==> src/rtl/if_fetch_stage_pkg.sv <==
// Shared pipeline definitions for the fetch stage and its neighbours.
// Bubble encoding, default reset PC, fetch FSM states and the IF/ID bundle.
package if_fetch_stage_pkg;

   localparam logic [31:0] NOP_INSTR    = 32'h0000_0013;
   localparam logic [31:0] DEF_RESET_PC = 32'h0000_0000;

   typedef enum logic [1:0] {
      REQ,
      WAIT,
      HOLD
   } fetch_state_e;

   typedef struct packed {
      logic [31:0] pc;
      logic [31:0] pcplus4;
      logic [31:0] instr;
      logic        valid;
   } if_id_t;

endpackage

==> src/rtl/if_fetch_stage.sv <==
// Instruction fetch: owns the PC, talks req/ready + rvalid to imem,
// parks a word while stalled and squashes in-flight fetches on redirect.
module if_fetch_stage #(
   parameter logic [31:0] RESET_PC  = if_fetch_stage_pkg::DEF_RESET_PC,
   parameter logic [31:0] NOP_INSTR = if_fetch_stage_pkg::NOP_INSTR
) (
   input  logic        clk,
   input  logic        rst,
   input  logic        stall,
   input  logic        redirect_valid,
   input  logic [31:0] redirect_pc,
   output logic        imem_req,
   output logic [31:0] imem_addr,
   input  logic        imem_ready,
   input  logic        imem_rvalid,
   input  logic [31:0] imem_rdata,
   output logic [31:0] PC,
   output logic [31:0] PCplusfour,
   output logic [31:0] Instr,
   output logic        instr_valid
);

   import if_fetch_stage_pkg::*;

   fetch_state_e state_q, state_d;
   logic         kill_q, kill_d;
   logic [31:0]  pc_q;
   logic [31:0]  hold_q;
   logic [31:0]  word;
   logic         deliver;
   logic         capture;
   if_id_t       out_q;

   assign imem_req    = (state_q == REQ) & ~rst;
   assign imem_addr   = pc_q;
   assign PC          = out_q.pc;
   assign PCplusfour  = out_q.pcplus4;
   assign Instr       = out_q.instr;
   assign instr_valid = out_q.valid;

   always_comb begin
      state_d = state_q;
      kill_d  = kill_q;
      deliver = 1'b0;
      capture = 1'b0;
      word    = hold_q;
      unique case (state_q)
         REQ: begin
            if (imem_ready) state_d = WAIT;
         end
         WAIT: begin
            if (imem_rvalid) begin
               if (kill_q) begin
                  kill_d  = 1'b0;
                  state_d = REQ;
               end else if (!stall) begin
                  deliver = 1'b1;
                  word    = imem_rdata;
                  state_d = REQ;
               end else begin
                  capture = 1'b1;
                  state_d = HOLD;
               end
            end
         end
         HOLD: begin
            if (!stall) begin
               deliver = 1'b1;
               state_d = REQ;
            end
         end
         default: state_d = REQ;
      endcase
      // Redirect wins over stall and deliver; an accepted old request
      // still owes us a response, which must be swallowed.
      if (redirect_valid) begin
         deliver = 1'b0;
         capture = 1'b0;
         unique case (state_q)
            REQ:  kill_d = imem_ready;
            WAIT: begin
               kill_d  = ~imem_rvalid;
               state_d = imem_rvalid ? REQ : WAIT;
            end
            HOLD: state_d = REQ;
            default: state_d = REQ;
         endcase
      end
   end

   always_ff @(posedge clk) begin
      if (rst) begin
         state_q       <= REQ;
         kill_q        <= 1'b0;
         pc_q          <= RESET_PC;
         hold_q        <= NOP_INSTR;
         out_q.pc      <= RESET_PC;
         out_q.pcplus4 <= RESET_PC + 32'd4;
         out_q.instr   <= NOP_INSTR;
         out_q.valid   <= 1'b0;
      end else begin
         state_q <= state_d;
         kill_q  <= kill_d;
         if (capture) hold_q <= imem_rdata;
         if (redirect_valid) begin
            pc_q        <= {redirect_pc[31:2], 2'b00};
            hold_q      <= NOP_INSTR;
            out_q.instr <= NOP_INSTR;
            out_q.valid <= 1'b0;
         end else if (deliver) begin
            pc_q          <= pc_q + 32'd4;
            out_q.pc      <= pc_q;
            out_q.pcplus4 <= pc_q + 32'd4;
            out_q.instr   <= word;
            out_q.valid   <= 1'b1;
         end else if (!stall) begin
            out_q.instr <= NOP_INSTR;
            out_q.valid <= 1'b0;
         end
      end
   end

endmodule

==> config.mk <==
export PLATFORM = sky130hd
export DESIGN_NAME = if_fetch_stage
export DESIGN_NICKNAME = d
export VERILOG_FILES = /design/src/rtl/if_fetch_stage_pkg.sv /design/src/rtl/if_fetch_stage.sv
export SDC_FILE = /design/constraint.sdc
export NUM_CORES = 1
export LEC_CHECK = 0
export ABC_AREA = 1
export CAP_MARGIN = 0
export CORE_ASPECT_RATIO = 0.7
export CORE_UTILIZATION = 40
export CTS_CLUSTER_SIZE = 12
export DETAILED_ROUTE_END_ITERATION = 6
export GPL_ROUTABILITY_DRIVEN = 1
export PLACE_DENSITY_LB_ADDON = 0.08
export SLEW_MARGIN = 10
export SYNTH_ARGS = -nofsm -noshare
export SYNTH_HDL_FRONTEND = slang
export SYNTH_SLANG_ARGS = --single-unit
==> constraint.sdc <==
create_clock -name clk -period 1.65 [get_ports clk]
set_clock_uncertainty 0.2 [all_clocks]
set_input_delay 0.2475 -clock clk [delete_from_list [all_inputs] [get_ports clk]]
set_output_delay 0.2475 -clock clk [all_outputs]
set_load 0.05 [all_outputs]
==> run metrics <==
share of cells above drive strength 1=29.9%; ys flop type=dfxtp_1; Final period util=110%; nets=1318; CTS Buffer Depth=2; Clock Latency Late Sink=0.42 ns; Ports=200; Unique masters post-synth=29; FP Rows=40; most frequent cells in the layout=nand2_1, buf_12, dfxtp_1, a21oi_1, inv_1; Die W=160 microns; core area=17200 sq um; max-cap violation count=0; Via density=~4.9; CTS buffer count=17; register area=3210 sq um; area leader, netlist=dfxtp_1; Crit path arrival time=1.99 ns; Die H=113 microns; Max FO, Critical Path=7; WL final=22500 microns; FF-to-FF End=Instr[18]; initial core utilization=40.9%; DP HPWL=16100 microns; # setup viols final=roughly 140; sequential area share after synthesis=45.0%; Power Dens Cells=between 700 and 800 nW/um^2; final hold violations=0; mean area per synthesized cell=7.01 sq um; type of origin of the critical path=flip-flop; worst vdd ir=about 630 uV; Final min period=approximately 1.8 ns; first-pass GRT wire length=36200 microns; leading cell type in the layout, fill and taps excluded=nand2_1; GRT Total Usage=25.3%; Sw Ratio=26.8%; Synth Cell Area=7030 sq um; R2R depth=10; Comb power frac=13.9%; Pins Over Slew Limit=0; WP data required=1.81 ns; met3 wire len=1640 microns; Fmax achieved=549 MHz; Clock power frac=between 40 and 50%; P&R area growth vs syn=71.5%; H-tree Lvls=4; WL met1=11300 microns; Min-Delay Path Class=in2reg; EDFF count, synth=0; gr ovfl total=0; area of the multi-input gates=about 3500 sq um; RSZ-0062 raised after global routing=yes; Worst-path clk slew=0.07 ns; antenna-violating nets left=0; wire length on met2=9400 microns; final total power=9.34 mW; vias in the first global route=6916; r2r startpoint=state_q[0]; CP Class=reg2reg; Ant. Diodes=0; CTS tree=done; sequential power share=42.3%; failing checks=setup timing; WHS=about 0.17 ns; Worst Hold End=hold_q[9]; cell leakage power=about 4.7 nW; clk sinks=158; ranking of synthesized cells by area=dfxtp_1, nand2_1, a21oi_1; status=finished with violations; Gate Count Post-Synth=1003; Hold Path Stages=3; Placer Congestion=roughly 0.91; Residual DRC=0; Reg2Reg Setup Slack=-0.17 ns; async set or reset register ratio after synthesis=0%; synth warn=0; Root Buffer=clkbuf_16; area of the die=around 18000 sq um; Routed wire per std cell=15.1 microns; Cell Int Power=6.83 mW; Port Buffer Count=191; Fillers=1344; DR vias=~7300; NetSw=2.51 mW; Crit. End Element=flip-flop; final worst slack=-0.173 ns; area share of the largest cell type after synthesis=45.0%; setup TNS=-12.23 ns; initial antenna violation count=0; TritonRoute pass-1 iters=5; hold path start=imem_rdata[9]; Final Util=70.2%; initial DRC count=roughly 460; top sig layer=met4; Yosys reg bits=approximately 160; largest net degree at the start of global routing=33
## layer usage
| layer | track usage, % | up-vias |
|---|---|---|
| met2 | 35.9 | 231 |
| met4 | 6.48 | 0 |
| met5 | 0 | - |
| met3 | 5.65 | 12 |
| met1 | 38.1 | 3408 |
| li1 | - | 3677 |
## worst max-delay path: stages (launching register included)
cell and delay (ns):
dfxtp_4 0.38, inv_4 0.05, ha_4 0.25, inv_2 0.03
nor2_4 0.12, nand3_4 0.12, clkinv_8 0.13, buf_8 0.15
clkbuf_16 0.15, nand2_1 0.06, a21oi_2 0.12
## synthesized netlist by cell type (all sizes together) (5+ instances only)
cell type	n
a21oi	148
a31oi	11
buf	35
clkbuf	26
dfxtp	158
ha	5
inv	97
nand2	329
nand3	30
nor2	53
o21ai	97
xor2	6
## cells by family (layout without fill, tap and decap cells)
logic type / count (synthesis) / count (layout) / share of synthesized area (%)
other: 1 / 6 / 0.0533
and+or+nand+nor: 413 / 413 / 24.1
buffers and inverters: 158 / 406 / 10.0
DFF: 158 / 158 / 45.0
adders and majority gates: 5 / 5 / 0.890
xor gates and xnor gates: 10 / 10 / 1.35
AOI/OAI and AO/OA: 258 / 258 / 18.6
## metrics by stage
| step | instance area, sq um | instances | worst slack, ns |
|---|---|---|---|
| after floorplan | 7190 | 1008 | -0.0203 |
| after global placement | 10900 | 1444 | -0.328 |
| after detailed placement | 10900 | 1444 | -0.386 |
| after CTS | 11800 | 1484 | -0.142 |
| after global routing | 12100 | 1487 | -0.261 |
| final | 12100 | 1487 | -0.173 |
## state kept, by name, indices dropped and copies added, names as in the netlist
name,count
instr_valid,1
Instr,32
kill_q,1
state_q,2
imem_addr,30
hold_q,32
PC,30
PCplusfour,30
## how the worst max path moves through the flow
stage               startpoint             to  slack [ns]  cells past startpoint
floorplan           state_q[0]      Instr[13]       -0.02                     10
global placement         stall     hold_q[16]       -0.33                      9
detailed placement       stall     hold_q[24]       -0.39                      9
CTS                 state_q[0]  imem_addr[13]       -0.14                      9
global route        state_q[0]      Instr[11]       -0.26                     10
finish              state_q[0]      Instr[18]       -0.17                     10
## layout make-up
type,instances,area share (%)
Sequential cell,158,26.6
Multi-Input combinational cell,692,29.2
Clock inverter,12,1.27
Timing Repair Buffer,277,33.5
Tap cell,231,2.40
Inverter,97,3.25
Clock buffer,20,3.79
## power by group through the flow
| stage | Clock [mW] | Combinational, mW | Sequential, mW |
|---|---|---|---|
| 2_1_floorplan | 0 | 0.416 | 4.20 |
| 3_3_place_gp | 0 | 1.18 | 4.03 |
| 3_5_place_dp | 0 | 1.19 | 4.03 |
| 4_1_cts | 4.15 | 1.25 | 3.95 |
| 5_1_grt | 4.31 | 1.39 | 3.96 |
| 6_report | 4.09 | 1.30 | 3.95 |
## timing repair
action | 4_1_cts | 5_1_grt
hold endpoints to repair | 2 | 0
cloned | 2 | 2
gates resized for setup | 76 | 67
setup endpoints to repair | 141 | 143
buffers inserted | 5 | 1
hold buffers | 1 | 0
pin swaps | 7 | 9
No activity file was read; power rests on OpenSTA's default activity.
